<file path="config.mk">
export PLATFORM = sky130hd
export DESIGN_NAME = shift_unit_arbiter_flat
export DESIGN_NICKNAME = d
export VERILOG_FILES = /design/src/rtl/shift_arb_pkg.sv /design/src/rtl/shift_unit_arbiter_if.sv /design/src/rtl/rr_arbiter.sv /design/src/rtl/shift_unit_arbiter.sv /design/src/flat_wrapper.sv
export SDC_FILE = /design/constraint.sdc
export NUM_CORES = 1
export LEC_CHECK = 0
export ABC_AREA = 1
export BUFFER_PORTS_ARGS = -buffer_cell sky130_fd_sc_hd__buf_2
export CAP_MARGIN = 10
export CORE_UTILIZATION = 47
export CTS_BUF_LIST = sky130_fd_sc_hd__clkbuf_8 sky130_fd_sc_hd__clkbuf_16
export DETAILED_ROUTE_END_ITERATION = 6
export PLACE_DENSITY = 0.88
export SLEW_MARGIN = 5
export SYNTH_ARGS = -nofsm -noshare
export SYNTH_HDL_FRONTEND = slang
export SYNTH_SLANG_ARGS = --single-unit
</file>
<file path="constraint.sdc">
create_clock -name clock -period 3.2 [get_ports clock]
set_input_delay 0.48 -clock clock [delete_from_list [all_inputs] [get_ports clock]]
set_output_delay 0.48 -clock clock [all_outputs]
set_load 0.02 [all_outputs]
</file>
<file path="src/rtl/shift_arb_pkg.sv">
// ---------------------------------------------------------------------------
// shift_arb_pkg
// Shared types and helpers for the shift_unit_arbiter block.
//   state_t        : arbiter FSM states (IDLE, SHIFT, DONE)
//   DEFAULT_WIDTH  : default word width (MemoryElementWidth)
//   clamp_amount() : min(amount, width); shifting by >= width yields zero,
//                    so longer shifts never need more than width iterations
// Optional feature macro used by the block: SHIFT_OVERFLOW_EN.
// ---------------------------------------------------------------------------
package shift_arb_pkg;

    typedef enum logic [1:0] {
        IDLE  = 2'd0,
        SHIFT = 2'd1,
        DONE  = 2'd2
    } state_t;

    localparam int DEFAULT_WIDTH = 12;

    // The amount is unsigned; it is zero-extended to 32 bits, so WIDTH is
    // expected to stay at or below 32.
    function automatic int clamp_amount(input logic [31:0] amount, input int width);
        if (amount > 32'(width))
            return width;
        else
            return int'(amount);
    endfunction

endpackage

</file>
<file path="src/rtl/shift_unit_arbiter_if.sv">
// ---------------------------------------------------------------------------
// shift_unit_arbiter_if
// Request/response bundle between NREQ program engines, the shared shifter
// and the result consumer.
//   req_valid  [NREQ]        request valid, one per requester
//   req_ready  [NREQ]        accept, at most one bit high
//   req_value  [NREQ][WIDTH] operand, slice i belongs to requester i
//   req_amount [NREQ][WIDTH] unsigned shift amount
//   rsp_valid / rsp_ready    result handshake
//   rsp_id     [IDW]         owner of the result
//   rsp_value  [WIDTH]       shifted result
//   busy                     block not idle
//   rsp_overflow             only with SHIFT_OVERFLOW_EN: a set bit was
//                            shifted out of the word
// Modports: master = requesters + consumer, slave = the arbiter.
// ---------------------------------------------------------------------------
interface shift_unit_arbiter_if #(
    parameter int NREQ  = 4,
    parameter int WIDTH = 12
);
    localparam int IDW = $clog2(NREQ);

    logic [NREQ-1:0]            req_valid;
    logic [NREQ-1:0]            req_ready;
    logic [NREQ-1:0][WIDTH-1:0] req_value;
    logic [NREQ-1:0][WIDTH-1:0] req_amount;
    logic                       rsp_valid;
    logic                       rsp_ready;
    logic [IDW-1:0]             rsp_id;
    logic [WIDTH-1:0]           rsp_value;
    logic                       busy;
`ifdef SHIFT_OVERFLOW_EN
    logic                       rsp_overflow;

    modport master (
        output req_valid, req_value, req_amount, rsp_ready,
        input  req_ready, rsp_valid, rsp_id, rsp_value, busy, rsp_overflow
    );
    modport slave (
        input  req_valid, req_value, req_amount, rsp_ready,
        output req_ready, rsp_valid, rsp_id, rsp_value, busy, rsp_overflow
    );
`else
    modport master (
        output req_valid, req_value, req_amount, rsp_ready,
        input  req_ready, rsp_valid, rsp_id, rsp_value, busy
    );
    modport slave (
        input  req_valid, req_value, req_amount, rsp_ready,
        output req_ready, rsp_valid, rsp_id, rsp_value, busy
    );
`endif
endinterface

</file>
<file path="src/rtl/rr_arbiter.sv">
// ---------------------------------------------------------------------------
// rr_arbiter
// Combinational round-robin grant. Searches from i_last_grant+1 with
// wrap-around for the first asserted request. The last-grant pointer itself
// lives in the parent so it only moves on a real accept.
//   i_req        [NREQ]  request vector
//   i_last_grant [IDW]   most recently granted index
//   i_enable             grant allowed this cycle
//   o_grant      [NREQ]  one-hot grant (all zero when disabled / no request)
//   o_grant_idx  [IDW]   index of the granted bit (0 when no grant)
// ---------------------------------------------------------------------------
module rr_arbiter #(
    parameter int NREQ = 4
) (
    input  logic [NREQ-1:0]         i_req,
    input  logic [$clog2(NREQ)-1:0] i_last_grant,
    input  logic                    i_enable,
    output logic [NREQ-1:0]         o_grant,
    output logic [$clog2(NREQ)-1:0] o_grant_idx
);
    localparam int IDW = $clog2(NREQ);

    logic [IDW-1:0] w_idx;

    // Walk the candidates from farthest to nearest; the last hit wins, which
    // leaves the nearest requester after last_grant holding the grant.
    always_comb begin
        o_grant     = '0;
        o_grant_idx = '0;
        w_idx       = '0;
        if (i_enable) begin
            for (int k = NREQ; k >= 1; k--) begin
                w_idx = IDW'((int'(i_last_grant) + k) % NREQ);
                if (i_req[w_idx]) begin
                    o_grant        = '0;
                    o_grant[w_idx] = 1'b1;
                    o_grant_idx    = w_idx;
                end
            end
        end
    end

endmodule

</file>
<file path="src/rtl/shift_unit_arbiter.sv">
// ---------------------------------------------------------------------------
// shift_unit_arbiter
// One iterative left shifter shared by NREQ requesters. A round-robin grant
// picks a requester in IDLE, the operand is shifted one bit per cycle in
// SHIFT, and the tagged result is held in DONE until the consumer takes it.
// One operation in flight at a time.
//   clock   rising-edge clock
//   reset   asynchronous active-low reset
//   bus     shift_unit_arbiter_if.slave (requests, response, busy)
// Optional: define SHIFT_OVERFLOW_EN to add bus.rsp_overflow, a sticky flag
// that reports a 1 bit shifted out of the word during the operation.
// ---------------------------------------------------------------------------
module shift_unit_arbiter
    import shift_arb_pkg::*;
#(
    parameter int NREQ  = 4,
    parameter int WIDTH = DEFAULT_WIDTH
) (
    input  logic                 clock,
    input  logic                 reset,
    shift_unit_arbiter_if.slave  bus
);
    localparam int IDW = $clog2(NREQ);
    localparam int CW  = $clog2(WIDTH + 1);

    state_t           r_state;
    state_t           w_state_nxt;
    logic [WIDTH-1:0] r_acc;
    logic [CW-1:0]    r_cnt;
    logic [IDW-1:0]   r_id;
    logic [IDW-1:0]   r_last_grant;

    logic             w_idle;
    logic [NREQ-1:0]  w_grant;
    logic [IDW-1:0]   w_grant_idx;
    logic             w_accept;
    logic [CW-1:0]    w_cnt_init;

    assign w_idle = (r_state == IDLE);

    rr_arbiter #(.NREQ(NREQ)) u_arb (
        .i_req        (bus.req_valid),
        .i_last_grant (r_last_grant),
        .i_enable     (w_idle),
        .o_grant      (w_grant),
        .o_grant_idx  (w_grant_idx)
    );

    // The grant only covers valid requesters, so a grant is an accept.
    assign w_accept   = |(bus.req_valid & w_grant);
    assign w_cnt_init = CW'(clamp_amount(32'(bus.req_amount[w_grant_idx]), WIDTH));

    // ---------------- state register ----------------
    always_ff @(posedge clock or negedge reset) begin
        if (!reset) r_state <= IDLE;
        else        r_state <= w_state_nxt;
    end

    // ---------------- next state ----------------
    always_comb begin
        w_state_nxt = r_state;
        unique case (r_state)
            IDLE:    if (w_accept) w_state_nxt = (w_cnt_init != '0) ? SHIFT : DONE;
            SHIFT:   if (r_cnt == CW'(1)) w_state_nxt = DONE;
            DONE:    if (bus.rsp_ready) w_state_nxt = IDLE;
            default: w_state_nxt = IDLE;
        endcase
    end

    // ---------------- datapath ----------------
    always_ff @(posedge clock or negedge reset) begin
        if (!reset) begin
            r_acc        <= '0;
            r_cnt        <= '0;
            r_id         <= '0;
            r_last_grant <= IDW'(NREQ - 1);
        end else begin
            case (r_state)
                IDLE: begin
                    if (w_accept) begin
                        r_acc        <= bus.req_value[w_grant_idx];
                        r_cnt        <= w_cnt_init;
                        r_id         <= w_grant_idx;
                        r_last_grant <= w_grant_idx;
                    end
                end
                SHIFT: begin
                    r_acc <= r_acc << 1;
                    r_cnt <= r_cnt - CW'(1);
                end
                default: ;
            endcase
        end
    end

`ifdef SHIFT_OVERFLOW_EN
    logic r_ovf;

    // Top bit before each shift step is the bit about to be lost.
    always_ff @(posedge clock or negedge reset) begin
        if (!reset)
            r_ovf <= 1'b0;
        else if (w_idle && w_accept)
            r_ovf <= 1'b0;
        else if (r_state == SHIFT && r_acc[WIDTH-1])
            r_ovf <= 1'b1;
    end

    assign bus.rsp_overflow = (r_state == DONE) & r_ovf;
`endif

    // ---------------- outputs ----------------
    assign bus.req_ready = w_grant;
    assign bus.rsp_valid = (r_state == DONE);
    assign bus.rsp_value = (r_state == DONE) ? r_acc : '0;
    assign bus.rsp_id    = r_id;
    assign bus.busy      = ~w_idle;

endmodule

</file>
<file path="src/flat_wrapper.sv">
// flat-port wrapper written by rule: the top's interface ports become plain ports
module shift_unit_arbiter_flat import shift_arb_pkg::*;
#(
    parameter int NREQ  = 4,
    parameter int WIDTH = DEFAULT_WIDTH
)
  (clock, reset, bus_req_valid, bus_req_value, bus_req_amount, bus_rsp_ready, bus_req_ready, bus_rsp_valid, bus_rsp_id, bus_rsp_value, bus_busy);
  shift_unit_arbiter_if #(.NREQ(NREQ), .WIDTH(WIDTH)) bus_i ();
  input  logic clock;
  input  logic reset;
  input wire logic [$bits(bus_i.req_valid)-1:0] bus_req_valid;
  input wire logic [$bits(bus_i.req_value)-1:0] bus_req_value;
  input wire logic [$bits(bus_i.req_amount)-1:0] bus_req_amount;
  input wire logic [$bits(bus_i.rsp_ready)-1:0] bus_rsp_ready;
  output wire logic [$bits(bus_i.req_ready)-1:0] bus_req_ready;
  output wire logic [$bits(bus_i.rsp_valid)-1:0] bus_rsp_valid;
  output wire logic [$bits(bus_i.rsp_id)-1:0] bus_rsp_id;
  output wire logic [$bits(bus_i.rsp_value)-1:0] bus_rsp_value;
  output wire logic [$bits(bus_i.busy)-1:0] bus_busy;
  assign bus_i.req_valid = bus_req_valid;
  assign bus_i.req_value = bus_req_value;
  assign bus_i.req_amount = bus_req_amount;
  assign bus_i.rsp_ready = bus_rsp_ready;
  assign bus_req_ready = bus_i.req_ready;
  assign bus_rsp_valid = bus_i.rsp_valid;
  assign bus_rsp_id = bus_i.rsp_id;
  assign bus_rsp_value = bus_i.rsp_value;
  assign bus_busy = bus_i.busy;
  shift_unit_arbiter #(.NREQ(NREQ), .WIDTH(WIDTH)) u_core (.clock(clock), .reset(reset), .bus(bus_i));
endmodule
</file>
# Word-level counts from Yosys, hierarchy flattened
# Index checks and enable logic that the tools add are counted.
[word_totals]
memories = 0
ramBits = 0
input_bits = 103
rom_bits = 0
wordCells = 80
latch_bits = 0
out_inout_bits = 20
regBits = 22
[op_classes]
n_addsub = 5
magnitude_cmp = 10
n_mux = 41
reduce_logical = 11
shift = 0
bitwise = 2
div = 0
n_eq_ne = 6
multipliers = 0
[op_table]
columns = ["operator", "n"]
rows = [
  ["$bmux 12 s2", 2],
  ["$mux 12", 4],
  ["$mux 4", 7],
  ["$pmux 12 s2", 1],
  ["$mux 2", 9],
  ["$lt 2x3->1 const B", 5],
  ["$gt 12x4->1 const B", 1],
  ["$bmux 1 s2", 4],
  ["$demux 1 s2", 4],
  ["$ge 2x1->1 const B", 4],
  ["$mux 1", 8],
  ["$pmux 4 s2", 1],
  ["$pmux 2 s3", 1],
  ["$add 2x1->2 const B", 2],
  ["$add 2x2->2 const B", 2],
  ["$and 4x4->4", 1],
  ["$eq 4x1->1 const B", 1],
  ["$logic_and 1x1->1", 4],
  ["$ne 2x2->1 const B", 2],
  ["$reduce_and 2->1", 2],
  ["$reduce_bool 4->1", 1],
  ["$reduce_or 4->1", 1],
  ["$sub 4x1->4 const B", 1],
  ["$reduce_and 3->1", 1],
  ["other kinds (6)", 6],
]

# Longest topological paths before layout
[depth]
word_depth = 16
mapped_depth = 20
ltp_nobuf = 20

# Hierarchy
# Synthesis repeated with hierarchy kept, for this count alone.
[hier_totals]
hier_cells = 383
hier_area_um2 = 2356.0
[by_module_without_submodules]
columns = ["mod", "area_each_um2", "cells_per_inst", "seq_area_each_um2", "instances"]
rows = [
  ["shift_unit_arbiter", 1890.6, 293, 553.0, 1],
  ["rr_arbiter", 465.4, 90, 0.0, 1],
]

# Worst setup path before layout
# Ideal clock, no wire load.
[synth_timing]
path_type = "register to output"
start = "register u_core.r_last_grant[0]"
end = "output bus_req_ready[3]"
arrival_time_ns = 2.073
slack_ns = 0.647
required_ns = 2.720
stages_incl_launch_ff = 10
path_buffers = 0
cell_sequence = "dfstp_2 inv_2 ha_1 inv_1 nand3_1 nand2_2 inv_1 a21oi_1 o21ai_1 a21oi_1"
[synth_via]
elab_chain_cells = 10
word_cells_on_any_way = 37
classes_between = "4 x add/sub; 8 x order compare; 21 x mux; 4 x reduce/logical"
[synth_lines]
columns = ["item", "line_no", "text"]
rows = [
  ["from (decl)", "shift_unit_arbiter.sv:31", "logic [IDW-1:0] r_last_grant;"],
  ["from (signal assigned)", "shift_unit_arbiter.sv:76", "r_last_grant <= IDW'(NREQ - 1);"],
  ["from (signal assigned)", "shift_unit_arbiter.sv:84", "r_last_grant <= w_grant_idx;"],
  ["$add 2x1->2", "rr_arbiter.sv:33", "w_idx = IDW'((int'(i_last_grant) + k) % NREQ);"],
  ["$lt 2x3->1 (not written as such) / $ge 2x1->1 (equally long branches)", "rr_arbiter.sv:36", "o_grant[w_idx] = 1'b1;"],
  ["$logic_and 1x1->1 (not written as such)", "rr_arbiter.sv:36", ""],
  ["$mux 1 (not written as such)", "rr_arbiter.sv:36", ""],
  ["$demux 1 s2", "rr_arbiter.sv:36", ""],
  ["$mux 4 (3 in series)", "rr_arbiter.sv:34", "if (i_req[w_idx]) begin"],
  ["$mux 4 *", "rr_arbiter.sv:34", ""],
  ["$mux 4 *", "rr_arbiter.sv:31", "if (i_enable) begin"],
  ["to (decl)", "flat_wrapper.sv:15", "output wire logic [$bits(bus_i.req_ready)-1:0] bus_req_ready;"],
]
# Mark *: on every way between the ends. The rest lies on a longest branch, timed or not. The select of a mux whose other input is x is not followed.

# Final worst setup path
# Ends and elaborated chain as after synthesis.

==> results.cfg <==
[status]
status = finished clean

[place]
place_hpwl_um = 6220
gp_congestion = 0.982
place_area_mm2 = 0.00313
io_buffers = 122
dp_cells = 608

[global_routing]
grt_max_degree = 41
first_global_vias = 2800
grt_pass1_wl_um = 12000
antenna_found_initial = 0
grt_remaining_overflow = 0
grt_use_total = 0.279

[worst_setup_path]
critPathLaunchType = flip-flop
crit_family = flip-flops
cpMaxStageDelayCell = dfstp_2
cp-end-kind = primary output
cp_data_required_time_ns = 2.72
crit_arrival_ns = 2.52
critPathMaxFanout = 11
cp_num_buf_inv = 4
path_cells = inv_2, ha_1, inv_1, nand3_1, nand2_2, inv_1, a21oi_1, o21ai_1, a21oi_1, buf_2
slowest_delay_ns = 0.66
path_class = flip-flop to primary output

[sta]
worst_pin_slew_ns = 0.480
hold_viol_final = 0
max_freq_mhz = 334
setup_viol = 0
finalMaxSlewViolations = 0
rsz0062_at_grt = false
fin_tns_setup_ns = 0
relSlewSlack = 0.680
fin_skew_ns = 0.00548
finalCritPeriodShare = 0.936
layout_min_cycle_time_ns = 3.00

[power]
power_mw = 3.40
power_density_mw_per_mm2 = 1060
p_leak_nw = 1.87
vdd_ir_drop_max_v = 0.000570

[synth]
syn_area_mm2 = 0.00249
syn-instance-count = 426
yosysSeqAreaShare = 0.222
ys_types = 28
ys_warn_count = 0
synth.avg_cell_area_um2 = 5.85
synth-seq-cells = 22
syn_nets = 539

[die]
rows = 26
die_area_mm2 = 0.00560
core_area_mm2 = 0.00511
die_h_um = 74.8
start_util = 0.488
pin_count = 123
die_x_um = 74.8

[layout]
diodes = 0
drive_gt1_frac = 0.288
stdcell_count = 612
multi_input_area_mm2 = 0.00164
fill_cells = 508
seqCellArea_um2 = 553
fin_nets = 656
syn2layout_area_growth_pct = 29.1
stdcell_area_mm2 = 0.00322

[clock_network]
cts_setup_buffers = 0
cts_tree = built
insertion_delay_ns = 0.26
clk_path_buf_depth = 2
root_buffer = clkbuf_8
htree_levels = 1
cts.sinks = 22
path_clk_slew_ns = 0.08
numCtsBuffers = 3
ctsHoldBuffers = 0

[route]
vias = 3144
remaining_drc_errors = 0
viasPerCell = 5.14
first_pass_iters = 4
wl_per_cell_um = 12.4
drt-total-wl_um = 7620
drt-initial-drc-count = 124
ant_nets = 0

[worst_hold_path]
hold_path.class = input port to async pin

[flow_run]
maxCapViolations = 0
## through the flow
step / utilization / setup WS, ns / hold slack, ns
after global routing: 0.630 / 0.00343 / 0.205
after global placement: 0.613 / 0.285 / 0.467
after floorplan: - / 0.647 / 0.184
after CTS: 0.627 / 0.208 / 0.180
final: 0.630 / 0.203 / 0.164
after detailed placement: 0.613 / 0.220 / 0.465
## path summary, 6_finish.rpt
kind / startpoint / to / slack (ns) / cells after the start
min in group clock: bus_rsp_ready / u_core.r_state[1] / 0.48 / 4
setup reg to reg: u_core.r_last_grant[0] / u_core.r_cnt[3] / 0.28 / 19
max in group asynchronous: reset / u_core.r_last_grant[0] / 2.68 / 1
setup / recovery: u_core.r_last_grant[0] / bus_req_ready[3] / 0.20 / 10
hold / removal: reset / u_core.r_acc[0] / 0.16 / 1
hold reg to reg: u_core.r_cnt[1] / u_core.r_cnt[1] / 0.51 / 2
## cell usage after synthesis
| cell | number | share of area |
|---|---|---|
| a32oi_1 | 1 | 0.0035 |
| clkbuf_1 | 1 | 0.0015 |
| dfstp_2 | 2 | 0.021 |
| nor2_1 | 32 | 0.048 |
| buf_1 | 2 | 0.0030 |
| nor2_2 | 3 | 0.0075 |
| nand3_1 | 79 | 0.16 |
| nand3_4 | 2 | 0.014 |
| buf_6 | 2 | 0.0090 |
| o21ai_0 | 5 | 0.010 |
| ha_1 | 10 | 0.050 |
| nand3_2 | 1 | 0.0040 |
| o211ai_1 | 1 | 0.0030 |
| nor2_4 | 1 | 0.0045 |
| inv_2 | 4 | 0.0060 |
| dfrtp_1 | 20 | 0.20 |
| a31oi_1 | 1 | 0.0025 |
| buf_2 | 5 | 0.010 |
| nand3b_1 | 3 | 0.0090 |
| o21ai_1 | 26 | 0.052 |
| nand2_2 | 6 | 0.015 |
| nand2_1 | 144 | 0.22 |
| a21oi_1 | 7 | 0.014 |
| inv_1 | 47 | 0.071 |
| xor2_1 | 2 | 0.0070 |
| buf_4 | 8 | 0.024 |
| nor4_1 | 8 | 0.020 |
| nand2_4 | 3 | 0.014 |
## state kept, by name, summed over array words and instances, names as in the netlist
| name | count |
|---|---|
| u_core.r_acc | 12 |
| u_core.r_cnt | 4 |
| u_core.bus.rsp_id | 2 |
| u_core.r_last_grant | 2 |
| u_core.r_state | 2 |
## per-layer routing
metal,global-route usage,share of wire
met5,0,0
met4,0.113,0.037
met3,0.0402,0.060
met2,0.526,0.51
met1,0.313,0.40
## power breakdown
part / switching (mW) / total (mW) / leakage (nW) / internal, mW
registers: 0.0762 / 0.500 / 0.268 / 0.424
clock network: 0.0933 / 0.260 / 0.0357 / 0.167
logic: 1.76 / 2.64 / 1.57 / 0.885
## final cells by class
cell class,count,area share
Inverter,51,0.0602
Multi-Input combinational cell,335,0.508
Tap cell,70,0.0272
Timing Repair Buffer,130,0.211
Sequential cell,22,0.172
Clock inverter,1,0.00933
Clock buffer,3,0.0128
## placed cells by master (no fill, tap or decap), drive strengths merged, types with 2 or more instances in the layout
cell,Yosys,layout
nand2,153,153
buf,17,130
nand3,82,82
inv,51,51
nor2,36,36
o21ai,31,31
dfrtp,20,20
ha,10,10
nor4,8,8
a21oi,7,7
nand3b,3,3
clkbuf,1,3
xor2,2,2
dfstp,2,2
## cells by family after synthesis
group / Yosys count / synth area share
XOR/XNOR: 2 / 0.00703
adder cells (fa/ha/maj): 10 / 0.0502
AND/OR/NAND/NOR: 282 / 0.511
AO/OA/AOI/OAI: 41 / 0.0853
buffers and inverters: 69 / 0.124
flip-flops: 22 / 0.222
## timing repair
item	4_1_cts	5_1_grt
endpoints found under the setup margin	0	8
hold endpoints to repair	0	0
resized for setup	0	5
(Power assumes the default switching activity.)
